$ cat src/rtl/fpmul_wb_buffer_pkg.sv
// Shared FP definitions: exception flag bit positions and datapath widths
// used between the multiplier, the writeback buffer and the fpcsr.
package fpoperations;

  localparam int RAISE_W  = 11;
  localparam int RES_W    = 68;
  localparam int RES_HI_W = 16;

  localparam int csrfpu_inexact   = 0;
  localparam int csrfpu_underflow = 1;
  localparam int csrfpu_overflow  = 2;
  localparam int csrfpu_divzero   = 3;
  localparam int csrfpu_invalid   = 4;
  localparam int csrfpu_denormal  = 5;
  localparam int csrfpu_snan      = 6;
  localparam int csrfpu_qnan      = 7;
  localparam int csrfpu_inf       = 8;
  localparam int csrfpu_zero      = 9;
  localparam int csrfpu_tiny      = 10;

  function automatic logic trap_of(input logic [RAISE_W-1:0] raise,
                                   input logic [RAISE_W-1:0] mask);
    return |(raise & mask);
  endfunction

endpackage

$ cat src/rtl/fpmul_wb_buffer_fifo.sv
// Result FIFO for the multiply writeback buffer: circular storage with
// occupancy count, flush and a combinational head.
module fpwb_fifo
  import fpoperations::*;
#(
  parameter int DEPTH = 4,
  parameter int W     = 8
) (
  input  logic                       clk,
  input  logic                       rst,
  input  logic                       flush,
  input  logic                       push,
  input  logic [W-1:0]               push_data,
  input  logic                       pop_req,
  output logic                       vld,
  output logic [W-1:0]               head,
  output logic [$clog2(DEPTH+1)-1:0] occ
);

  localparam int PTR_W = (DEPTH > 1) ? $clog2(DEPTH) : 1;
  localparam int CNT_W = $clog2(DEPTH+1);

  logic [W-1:0]     mem_q [DEPTH];
  logic [W-1:0]     mem_d [DEPTH];
  logic [PTR_W-1:0] wr_q, wr_d, rd_q, rd_d;
  logic [CNT_W-1:0] occ_q, occ_d;
  logic             pop;

  function automatic logic [PTR_W-1:0] nxt(input logic [PTR_W-1:0] p);
    return (p == PTR_W'(DEPTH-1)) ? '0 : p + 1'b1;
  endfunction

  assign vld  = (occ_q != '0);
  assign pop  = vld & pop_req & ~flush;
  assign head = mem_q[rd_q];
  assign occ  = occ_q;

  always_comb begin
    mem_d = mem_q;
    wr_d  = wr_q;
    rd_d  = rd_q;
    occ_d = occ_q;
    if (flush) begin
      wr_d  = '0;
      rd_d  = '0;
      occ_d = '0;
    end else begin
      if (push) begin
        mem_d[wr_q] = push_data;
        wr_d        = nxt(wr_q);
      end
      if (pop) rd_d = nxt(rd_q);
      if (push && !pop)      occ_d = occ_q + 1'b1;
      else if (!push && pop) occ_d = occ_q - 1'b1;
    end
  end

  always_ff @(negedge clk) begin
    if (!rst) begin
      wr_q  <= '0;
      rd_q  <= '0;
      occ_q <= '0;
    end else begin
      wr_q  <= wr_d;
      rd_q  <= rd_d;
      occ_q <= occ_d;
    end
  end

  // Payload storage carries no reset; occupancy alone qualifies it.
  always_ff @(negedge clk) mem_q <= mem_d;

endmodule

$ cat src/rtl/fpmul_wb_buffer.sv
// FP multiply writeback buffer: issues into the multiplier, tracks tags
// through a latency-matched delay line, and queues results for writeback.
module fpmul_wb_buffer
  import fpoperations::*;
#(
  parameter int TAG_W = 9,
  parameter int LAT   = 3,
  parameter int DEPTH = 4
) (
  input  logic                clk,
  input  logic                rst,
  input  logic                iss_vld,
  input  logic [TAG_W-1:0]    iss_tag,
  output logic                iss_rdy,
  output logic                mul_en,
  input  logic [RES_W-1:0]    mul_res,
  input  logic [RES_HI_W-1:0] mul_res_hi,
  input  logic [RAISE_W-1:0]  mul_raise,
  input  logic [RAISE_W-1:0]  trap_mask,
  input  logic                flush,
  input  logic                sticky_clr,
  output logic [RAISE_W-1:0]  sticky,
  output logic                wb_vld,
  input  logic                wb_rdy,
  output logic [TAG_W-1:0]    wb_tag,
  output logic [RES_W-1:0]    wb_res,
  output logic [RES_HI_W-1:0] wb_res_hi,
  output logic                wb_trap
);

  localparam int CNT_W = $clog2(DEPTH+1);
  localparam int SUM_W = $clog2(DEPTH+LAT+1);
  localparam int EW    = TAG_W + RES_W + RES_HI_W + 1;

  logic [LAT-1:0]            dl_vld_q, dl_vld_d;
  logic [LAT-1:0][TAG_W-1:0] dl_tag_q, dl_tag_d;
  logic [RAISE_W-1:0]        sticky_q, sticky_d;
  logic [SUM_W-1:0]          inflight;
  logic [CNT_W-1:0]          occ;
  logic [EW-1:0]             push_data, head;
  logic                      push;

  always_comb begin
    inflight = '0;
    for (int i = 0; i < LAT; i++) inflight = inflight + SUM_W'(dl_vld_q[i]);
  end

  // Credits cover buffered plus in-flight ops so a landing result always has a slot.
  assign iss_rdy = rst & ((SUM_W'(occ) + inflight) < SUM_W'(DEPTH));
  assign mul_en  = iss_vld & iss_rdy;
  assign push    = dl_vld_q[LAT-1] & ~flush;

  always_comb begin
    dl_vld_d    = '0;
    dl_tag_d    = dl_tag_q;
    dl_vld_d[0] = mul_en & ~flush;
    dl_tag_d[0] = iss_tag;
    for (int i = 1; i < LAT; i++) begin
      dl_vld_d[i] = dl_vld_q[i-1] & ~flush;
      dl_tag_d[i] = dl_tag_q[i-1];
    end
  end

  // A clear coinciding with a push keeps the freshly raised flags.
  always_comb begin
    sticky_d = sticky_q;
    if (sticky_clr)  sticky_d = push ? mul_raise : '0;
    else if (push)   sticky_d = sticky_q | mul_raise;
  end

  always_ff @(negedge clk) begin
    if (!rst) begin
      dl_vld_q <= '0;
      dl_tag_q <= '0;
      sticky_q <= '0;
    end else begin
      dl_vld_q <= dl_vld_d;
      dl_tag_q <= dl_tag_d;
      sticky_q <= sticky_d;
    end
  end

  assign sticky    = sticky_q;
  assign push_data = {dl_tag_q[LAT-1], mul_res, mul_res_hi, trap_of(mul_raise, trap_mask)};

  fpwb_fifo #(.DEPTH(DEPTH), .W(EW)) u_fifo (
    .clk       (clk),
    .rst       (rst),
    .flush     (flush),
    .push      (push),
    .push_data (push_data),
    .pop_req   (wb_rdy),
    .vld       (wb_vld),
    .head      (head),
    .occ       (occ)
  );

  assign {wb_tag, wb_res, wb_res_hi, wb_trap} = head;

endmodule

$ cat config.mk
export PLATFORM = sky130hd
export DESIGN_NAME = fpmul_wb_buffer
export DESIGN_NICKNAME = d
export VERILOG_FILES = /design/src/rtl/fpmul_wb_buffer_pkg.sv /design/src/rtl/fpmul_wb_buffer_fifo.sv /design/src/rtl/fpmul_wb_buffer.sv
export SDC_FILE = /design/constraint.sdc
export NUM_CORES = 1
export LEC_CHECK = 0
export BUFFER_PORTS_ARGS = -buffer_cell sky130_fd_sc_hd__buf_2
export CAP_MARGIN = 10
export CORE_AREA = 4 4 232 234
export CTS_CLUSTER_SIZE = 12
export DETAILED_ROUTE_END_ITERATION = 10
export DIE_AREA = 0 0 236 238
export GPL_ROUTABILITY_DRIVEN = 0
export PLACE_DENSITY = 0.52
export SETUP_SLACK_MARGIN = 0.2
export SYNTH_ARGS = -nofsm -noshare
export SYNTH_HDL_FRONTEND = slang
export SYNTH_SLANG_ARGS = --single-unit
$ cat constraint.sdc
create_clock -name clk -period 10.8 [get_ports clk]
set_input_delay 0.54 -clock clk [delete_from_list [all_inputs] [get_ports clk]]
set_output_delay 0.54 -clock clk [all_outputs]
set_load 0.03 [all_outputs]
==> results of run 1 <==
-- logic make-up (layout without fill, tap and decap cells) --
family                   count (synthesis)  count (layout)  share of synthesized area
flip-flops                             424             424                     0.7978
AND/OR/NAND/NOR                         78              78                    0.03023
multiplexers                            98              98                     0.1405
adder cells (fa/ha/maj)                  9               9                   0.008311
AO/OA/AOI/OAI                           21              21                   0.008148
XOR/XNOR                                 2               2                   0.001141
buffers and inverters                   38             755                    0.01385
other                                    0               3                          0
-- metal layers --
metal	track usage	up-vias	routed length [um]
met5	0	-	48
met4	0.07368	8	868
met3	0.07085	78	2872
met2	0.1853	280	16820
met1	0.1249	4426	13350
li1	-	4108	-
-- cell usage in the layout (no fill, tap or decap), drive strengths merged --
| cell type | instances |
|---|---|
| a211oi | 1 |
| or3 | 3 |
| and4b | 1 |
| mux2i | 4 |
| nand2b | 1 |
| and2 | 32 |
| fa | 2 |
| nand3b | 1 |
| mux4 | 94 |
| xor2 | 2 |
| a21oi | 13 |
| bufinv | 3 |
| a22oi | 4 |
| o31ai | 1 |
| clkbuf | 51 |
| nor2 | 10 |
| nor2b | 24 |
| inv | 450 |
| nand2 | 3 |
| dfxtp | 48 |
| buf | 236 |
| clkinv | 2 |
| edfxtp | 376 |
| o21ai | 1 |
| and4 | 1 |
| ha | 7 |
| or2 | 1 |
| nor3b | 1 |
| diode | 3 |
| clkinvlp | 13 |
| a222oi | 1 |
-- layout make-up --
type / count / area [um2]
Inverter: 7 / 26.28
Clock inverter: 461 / 1861
Antenna cell: 3 / 7.507
Clock buffer: 51 / 1276
Multi-Input combinational cell: 208 / 2902
Sequential cell: 424 / 12260
Tap cell: 688 / 860.8
Fill cell: 4962 / 31570
Timing Repair Buffer: 236 / 1264
-- flip-flops by register name, indices dropped and copies added, names as in the netlist --
| register | cells |
|---|---|
| dl_tag_q | 9 |
| u_fifo.rd_q | 2 |
| u_fifo.occ | 3 |
| u_fifo.wr_q | 2 |
| u_fifo.mem_q | 376 |
| dl_vld_q | 3 |
| dl_tag_d | 18 |
| sticky | 11 |
-- power by group --
part           leakage [nW]  total [W]  internal [W]  switching [W]
Sequential             3.78    0.00180       0.00180     0.00000182
Combinational          1.75  0.0000514     0.0000221      0.0000293
Clock                  3.04    0.00216       0.00114        0.00103
-- final timing paths --
path	start	end	slack, ps	cells after the start
worst max register to register	dl_vld_q[2]$_SDFF_NN0_	u_fifo.mem_q[99]$_DFFE_NP_	7790	3
worst min-delay path	dl_tag_d[14]$_SDFF_NN0_	dl_tag_d[23]$_SDFF_NN0_	430	1
worst min register to register	dl_tag_d[14]$_SDFF_NN0_	dl_tag_d[23]$_SDFF_NN0_	430	1
worst max-delay path	u_fifo.rd_q[0]$_SDFFE_NP0P_	wb_res[56]	2000	3
-- metrics by stage --
| step | power, W | area (um2) | hold slack, ps | worst slack, ps | util |
|---|---|---|---|---|---|
| after floorplan | 0.002068 | 15360 | 411.9 | 1726 | - |
| after global routing | 0.004337 | 20450 | 433.8 | 1719 | 0.3931 |
| after global placement | 0.002105 | 17320 | 416.3 | 2118 | 0.3328 |
| final | 0.004017 | 20460 | 429.6 | 2000 | 0.3932 |
| after detailed placement | 0.002107 | 17320 | 421.4 | 2083 | 0.3328 |
| after CTS | 0.004137 | 20450 | 430.2 | 1858 | 0.3931 |
-- critical path: cells and delay by family, from the launching register on --
family,cells,cell delay (ps)
buf+inv,2,720
flops,1,900
mux,1,590
==> flow_summary.yaml, run 1 <==
synth:
  post_synth.cell_area_avg_um2: 22.92
  synth_top_area_cell: "edfxtp_1"
  synth.area.top_cells: "edfxtp_1 (74%), mux4_2 (14%), dfxtp_1 (6.3%), and2_1 (1.3%), nor2b_1 (0.98%)"
  synth_cells: 670
  synth_top_area_share: 0.7353
  ys_seq_area_frac: 0.7978
  netlist_area_um2: 15360
  async_flop_share: 0
  synth.ff_latch_count: 424
  synth_edf_count: 376
  ys_warn_count: 0
  syn_nets: 800
  synth_ff_type: "edfxtp_1"
  synth_most_common_cell: "edfxtp_1"
  synth_common_cells: "edfxtp_1 (376), mux4_2 (94), dfxtp_1 (48)"
  ys_types: 30
drt:
  detail-route-antenna-nets: 0
  vias: 8900
  first_pass_iters: 6
  drt-initial-drc-count: 308
  wl_um: 33960
  wl_per_cell_um: 16.34
  viasPerCell: 4.283
  route.detailed.drc: 0
clock_tree:
  cts-resized-gates: 0
  clk_pin_slew_ps: 30
  post_cts_buffers: 0
  cts_buffers: 50
  cts-root-buf: "clkbuf_16"
  tritoncts: "built"
  clock_sinks: 424
  cts_max_path_buffers: 3
  h-tree-depth: 2
  cts_hold_buf: 0
  clkLatencyLatePin_ps: 620
timing:
  rsz0062_at_grt: "no"
  timing.final.hold_violations: 0
  skew_ps: 21.28
  setup_viol: 0
  drv_slew: 0
  tightest_slew_ps: 1160
  finalSetupTns_ps: 0
  slew-limit-headroom: 0.2254
worst_setup_path:
  cp_slowest_cell: "dfxtp_4"
  worstPathRequired_ps: 10260
  crit_type: "reg2out"
  startpoint_type: "register"
  cpPeakStageDelay_ps: 900
  arrival_ps: 8260
  cp_max_fo: 38
  crit_chain: "buf_4 > mux4_2 > buf_2"
  critPathCaptureType: "primary output"
run:
  drv_cap: 0
power_and_ir_drop:
  powerDensity_nw_per_um2: 196.4
  worst_ir_drop_vdd_mv: 0.1012
  leakagePower_nw: 8.563
global_routing:
  grt_pass1_vias: 10470
  gr-total-overflow: 0
  antenna_found_initial: 8
  grt_max_degree: 57
  grtUsageTotal: 0.1195
  grt_pass1_wl_um: 52310
floorplan:
  core-area_um2: 52020
  io_pins: 229
  die_y_um: 238
  dieArea_um2: 56170
  initial_core_util: 0.2952
  std_cell_rows: 84
  fp.dieW_um: 236
cells_and_area:
  area_growth_pct: 33.21
  drive_above_1_share: 0.2963
  layout.nets: 1481
  stdcell_count: 2078
worst_hold_path:
  hold_class: "reg2reg"
run_status:
  outcome: "completed"
place:
  hpwl_um: 18510
  port_buffers: 228
  dp.cells: 1564
Note: power is estimated with default switching activity, not from simulation.
==> run 2, diff against run 1 <==
--- a/config.mk
+++ b/config.mk
@@ -12,7 +12,7 @@
 export DETAILED_ROUTE_END_ITERATION = 10
 export DIE_AREA = 0 0 236 238
 export GPL_ROUTABILITY_DRIVEN = 0
-export PLACE_DENSITY = 0.52
+export PLACE_DENSITY = 0.54
 export SETUP_SLACK_MARGIN = 0.2
 export SYNTH_ARGS = -nofsm -noshare
 export SYNTH_HDL_FRONTEND = slang
==> constraint.sdc (replaced) <==
create_clock -name clk -period 7.22 [get_ports clk]
set_input_delay 0.361 -clock clk [delete_from_list [all_inputs] [get_ports clk]]
set_output_delay 0.361 -clock clk [all_outputs]
set_load 0.03 [all_outputs]
==> run 2 against run 1 <==
Compared with the run above: sequential share of layout area decreased by 0.57 points; hold slack worse by 8.8 ps; core utilization increased by 0.38 points; sequential power increased by 50%; flip-flop and latch count unchanged; first-iteration DRC count increased by 5.2%; global-route usage barely moved; critical path type unchanged; critical endpoint is now wb_res[66].
==> flow_summary.yaml, run 2 (synthesis results as in run 1) <==
cells_and_area:
  final_cell_mix: "inv_1 (440), edfxtp_1 (376), buf_2 (228), mux4_2 (94), clkbuf_16 (49)"
  layout.nets: 1488
  area_growth_pct: 34.50
  largest_register: "u_fifo.mem_q"
  stdcell_count: 2086
  layout_commonest_cell: "inv_1"
  drive_above_1_share: 0.3039
  largest_reg_flops: 376
  postLayoutCoreUtil: 0.3970
floorplan:
  io_pins: 229
  core-area_um2: 52020
  fp.dieW_um: 236
  initial_core_util: 0.2952
  dieArea_um2: 56170
  std_cell_rows: 84
  die_y_um: 238
timing:
  slew-limit-headroom: 0.4462
  tightest_slew_ps: 830.6
  timing.final.hold_violations: 0
  whs_ps: 420.8
  finalSetupTns_ps: 0
  rsz0062_at_grt: "no"
  drv_slew: 0
  setup_viol: 0
  skew_ps: 22.98
worst_hold_path:
  hold_class: "reg2reg"
global_routing:
  grt_pass1_wl_um: 52790
  gr-total-overflow: 0
  grt_pass1_vias: 10620
  grt_max_degree: 55
  grtUsageTotal: 0.1195
  antenna_found_initial: 4
run:
  drv_cap: 0
worst_setup_path:
  timing.critical_path.buf_inv: 2
  startpoint_type: "register"
  arrival_ps: 6180
  cp_slowest_cell: "dfxtp_4"
  critPathCaptureType: "primary output"
  worstPathRequired_ps: 6860
  cpLargestDelayFamily: "flip-flops"
  cpPeakStageDelay_ps: 800
  cp_max_fo: 32
  crit_chain: "buf_4 > mux4_2 > buf_2"
  crit_type: "reg2out"
drt:
  route.detailed.drc: 0
  wl_um: 33560
  vias: 8976
  wl_per_cell_um: 16.09
  drt-initial-drc-count: 324
  first_pass_iters: 5
  detail-route-antenna-nets: 0
  viasPerCell: 4.303
clock_tree:
  clock_sinks: 424
  clk_pin_slew_ps: 30
  clkLatencyLatePin_ps: 630
  cts-resized-gates: 0
  cts_hold_buf: 0
  cts-root-buf: "clkbuf_16"
  cts_buffers: 49
  tritoncts: "built"
  h-tree-depth: 2
  post_cts_buffers: 0
  cts_max_path_buffers: 3
place:
  hpwl_um: 18590
  dp.cells: 1572
  port_buffers: 228
power_and_ir_drop:
  leakagePower_nw: 8.647
  switching_share: 0.2602
  worst_ir_drop_vdd_mv: 0.1501
  p_clk_frac: 0.551
  powerDensity_nw_per_um2: 299.0
  p_int_w: 0.004568
  power_switching_w: 0.001606
  pwr-share-comb: 0.012
  seqPwrFrac: 0.437
run_status:
  outcome: "completed"
==> run 2: changes by cell type in the layout (fill, tap and decap cells not counted) <==
cell / before / now
buf_12: 5 / 7
buf_4: 3 / 9
bufinv_16: 3 / 8
clkbuf_16: 51 / 49
clkinv_8: 0 / 2
clkinvlp_2: 13 / 12
inv_1: 445 / 440
inv_6: 1 / 4
inv_8: 2 / 0
==> run 2: worst paths after layout <==
check	start	end	depth (start not counted)	slack, ps
setup reg to reg	u_fifo.occ[1]$_SDFFE_NP0P_	u_fifo.occ[2]$_SDFFE_NP0P_	8	4770
hold / removal	dl_tag_d[18]$_SDFF_NN0_	dl_tag_q[18]$_SDFF_NN0_	1	420
hold reg to reg	dl_tag_d[18]$_SDFF_NN0_	dl_tag_q[18]$_SDFF_NN0_	1	420
setup / recovery	u_fifo.rd_q[0]$_SDFFE_NP0P_	wb_res[66]	3	680
==> run 2: per-stage QoR <==
stage | area, um2 | setup slack, ps | power, W
6_report | 20650 | 676.4 | 0.006174
4_1_cts | 20650 | 574.3 | 0.006362
3_3_place_gp | 17400 | 1218 | 0.003147
5_1_grt | 20650 | 489.6 | 0.006697
2_1_floorplan | 15360 | 1149 | 0.003094
3_5_place_dp | 17400 | 1210 | 0.003151
==> run 2: final cells by class <==
| type | count | area [um2] |
|---|---|---|
| Inverter | 7 | 26.28 |
| Antenna cell | 3 | 7.507 |
| Tap cell | 688 | 860.8 |
| Fill cell | 4944 | 31370 |
| Clock buffer | 49 | 1226 |
| Timing Repair Buffer | 244 | 1349 |
| Clock inverter | 463 | 2023 |
| Multi-Input combinational cell | 208 | 2902 |
| Sequential cell | 424 | 12260 |
==> run 2: power groups by stage <==
stage / combinational (W) / clock (W) / sequential (W)
floorplan: 0.0000191 / 0.000349 / 0.00273
global placement: 0.0000730 / 0.000349 / 0.00273
detailed placement: 0.0000773 / 0.000349 / 0.00273
CTS: 0.0000782 / 0.00359 / 0.00269
global route: 0.0000860 / 0.00392 / 0.00269
finish: 0.0000764 / 0.00340 / 0.00270
==> run 2: per-layer routing <==
metal,wire length [um],share of wire,global-route usage
met1,13630,0.41,0.1317
met2,16430,0.49,0.1796
met3,2636,0.079,0.06900
met4,826,0.025,0.07225
met5,30,0.00089,0
==> run 3, diff against run 2 <==
--- a/config.mk
+++ b/config.mk
@@ -7,12 +7,13 @@
 export LEC_CHECK = 0
 export BUFFER_PORTS_ARGS = -buffer_cell sky130_fd_sc_hd__buf_2
 export CAP_MARGIN = 10
-export CORE_AREA = 4 4 232 234
+export CORE_AREA = 4 4 197 275
 export CTS_CLUSTER_SIZE = 12
 export DETAILED_ROUTE_END_ITERATION = 10
-export DIE_AREA = 0 0 236 238
+export DIE_AREA = 0 0 201 279
 export GPL_ROUTABILITY_DRIVEN = 0
 export PLACE_DENSITY = 0.54
+export RECOVER_POWER = 100
 export SETUP_SLACK_MARGIN = 0.2
 export SYNTH_ARGS = -nofsm -noshare
 export SYNTH_HDL_FRONTEND = slang
==> constraint.sdc (replaced) <==
create_clock -name clk -period 5.8 [get_ports clk]
set_input_delay 0.29 -clock clk [delete_from_list [all_inputs] [get_ports clk]]
set_output_delay 0.29 -clock clk [all_outputs]
set_load 0.03 [all_outputs]
==> run 3 against run 2 <==
Compared with the run above: the flow now finishes with violations (capacitance limit, slew limit); non-clock buffer count increased by 5; die area decreased by 0.16%; clock-buffer cell count decreased by 5; worst setup slack got worse by 430 ps; register-to-register slack got worse by 2200 ps; sequential power increased by 24%; combinational power increased by 12%; via count decreased by 0.22%; sequential share of layout area increased by 1.8 points; routed wire length increased by 2.2%; flip-flop and latch count unchanged; total power increased by 15%; highest routed layer unchanged.
==> flow_summary.yaml, run 3 (synthesis results as in run 1) <==
timing:
  whs_ps: 418.4
  timing.final.hold_violations: 0
  drv_slew: 130
  rsz0062_at_grt: "yes"
  skew_ps: 19.10
  finalSetupTns_ps: 0
  tightest_slew_ps: 1952
  slew-limit-headroom: -0.3019
  setup_viol: 0
worst_setup_path:
  rr_startpoint: "dl_vld_q[2]$_SDFF_NN0_"
  cpPeakStageDelay_ps: 580
  cp-startpoint: "u_fifo.rd_q[0]$_SDFFE_NP0P_"
  startpoint_type: "register"
  crit_type: "reg2out"
  cp_max_fo: 25
  critPathCaptureType: "primary output"
  arrival_ps: 5260
  crit_chain: "buf_6 > mux4_2 > clkbuf_2"
  cp_slowest_cell: "mux4_2"
  worstPathRequired_ps: 5510
drt:
  wl_um: 34310
  route.detailed.drc: 0
  first_pass_iters: 4
  viasPerCell: 4.397
  detail-route-antenna-nets: 0
  drt-initial-drc-count: 243
  wl_per_cell_um: 16.84
  vias: 8956
clock_tree:
  cts_hold_buf: 0
  cts_buffers: 44
  cts_max_path_buffers: 3
  h-tree-depth: 2
  clock_sinks: 424
  cts-root-buf: "clkbuf_16"
  clkLatencyLatePin_ps: 610
  tritoncts: "built"
  clk_pin_slew_ps: 30
cells_and_area:
  multiInputGateArea_um2: 2912
  largest_reg_flops: 376
  postLayoutCoreUtil: 0.3865
  diodes: 0
  area_growth_pct: 30.63
  fillers: 5008
  drive_above_1_share: 0.1818
  ff_latch_area_um2: 12260
  final_cell_mix: "inv_1 (439), edfxtp_1 (376), clkbuf_1 (160), mux4_2 (94), dfxtp_1 (45)"
  largest_register: "u_fifo.mem_q"
  layout.nets: 1488
  layout_commonest_cell: "inv_1"
place:
  port_buffers: 228
  hpwl_um: 19570
power_and_ir_drop:
  power_switching_w: 0.001887
  p_int_w: 0.005232
  powerDensity_nw_per_um2: 354.9
  p_clk_frac: 0.517
  leakagePower_nw: 8.033
  switching_share: 0.2651
  seqPwrFrac: 0.471
  worst_ir_drop_vdd_mv: 0.2111
  pwr-share-comb: 0.012
global_routing:
  grtUsageTotal: 0.1228
  antenna_found_initial: 3
  grt_pass1_vias: 10440
  grt_pass1_wl_um: 53210
  gr-total-overflow: 0
  grt_max_degree: 54
worst_hold_path:
  hold_class: "reg2reg"
  hp-start: "dl_tag_d[13]$_SDFF_NN0_"
floorplan:
  initial_core_util: 0.2959
  die_y_um: 279
  io_pins: 229
  std_cell_rows: 99
  dieArea_um2: 56080
  fp.dieW_um: 201
  core-area_um2: 51900
run_status:
  failed_checks: "capacitance limit, slew limit"
  outcome: "finished with violations"
run:
  drv_cap: 4
## run 3: cell count changes in the layout (fill, tap and decap cells not counted), sizes merged
cell	before	now
inv	446	445
clkinvlp	12	7
diode	3	0
clkbuf	49	235
buf	244	58
bufinv	8	2
clkinv	4	2
## run 3: path summary, 6_finish.rpt
path / end / slack (ps) / cells past startpoint
max reg2reg: u_fifo.mem_q[29]$_DFFE_NP_ / 2610 / 3
min reg2reg: dl_tag_d[22]$_SDFF_NN0_ / 420 / 1
min: dl_tag_d[22]$_SDFF_NN0_ / 420 / 1
max: wb_res[13] / 250 / 3
## run 3: timing repair
item | 4_1_cts | 5_1_grt
setup buffers | 1 | 1
gates resized for setup | 2 | 12
endpoints found under the hold margin | 0 | 0
pin swaps | 0 | 2
setup endpoints to repair | 54 | 2
## run 3: routing by layer
| layer | share of wire | track usage |
|---|---|---|
| met1 | 0.37 | 0.1185 |
| met2 | 0.53 | 0.2049 |
| met3 | 0.062 | 0.06064 |
| met4 | 0.035 | 0.08617 |
| met5 | 0.00099 | 0 |
## run 3: power by group through the flow
stage	Sequential, W	Clock [W]	Combinational [W]
global route	0.00335	0.00427	0.0000969
global placement	0.00339	0.000434	0.0000902
finish	0.00336	0.00368	0.0000855
detailed placement	0.00339	0.000434	0.0000954
floorplan	0.00339	0.000434	0.0000237
CTS	0.00335	0.00391	0.0000962
## run 3: final cells by class
cell class / count / area share
Inverter: 7 / 0.001435
Multi-Input combinational cell: 208 / 0.1451
Sequential cell: 424 / 0.6113
Clock buffer: 44 / 0.05489
Clock inverter: 449 / 0.08857
Tap cell: 656 / 0.04092
Timing Repair Buffer: 249 / 0.05770
## run 3: per-stage QoR
step                cell area, um2  instances  total power, W  setup slack [ps]
floorplan                    15360        670        0.003852             509.8
global placement             17420       1543        0.003916             718.1
detailed placement           17420       1543        0.003922             664.1
CTS                          20320       2036        0.007356             210.2
global route                 20060       2037        0.007711             89.24
finish                       20060       2037        0.007119             249.3
## run 3: worst max-delay path: cells and delay by family (launching register included)
family                 cells  cell delay (ps)
buffers and inverters      2              600
multiplexers               1              580
flip-flops                 1              570
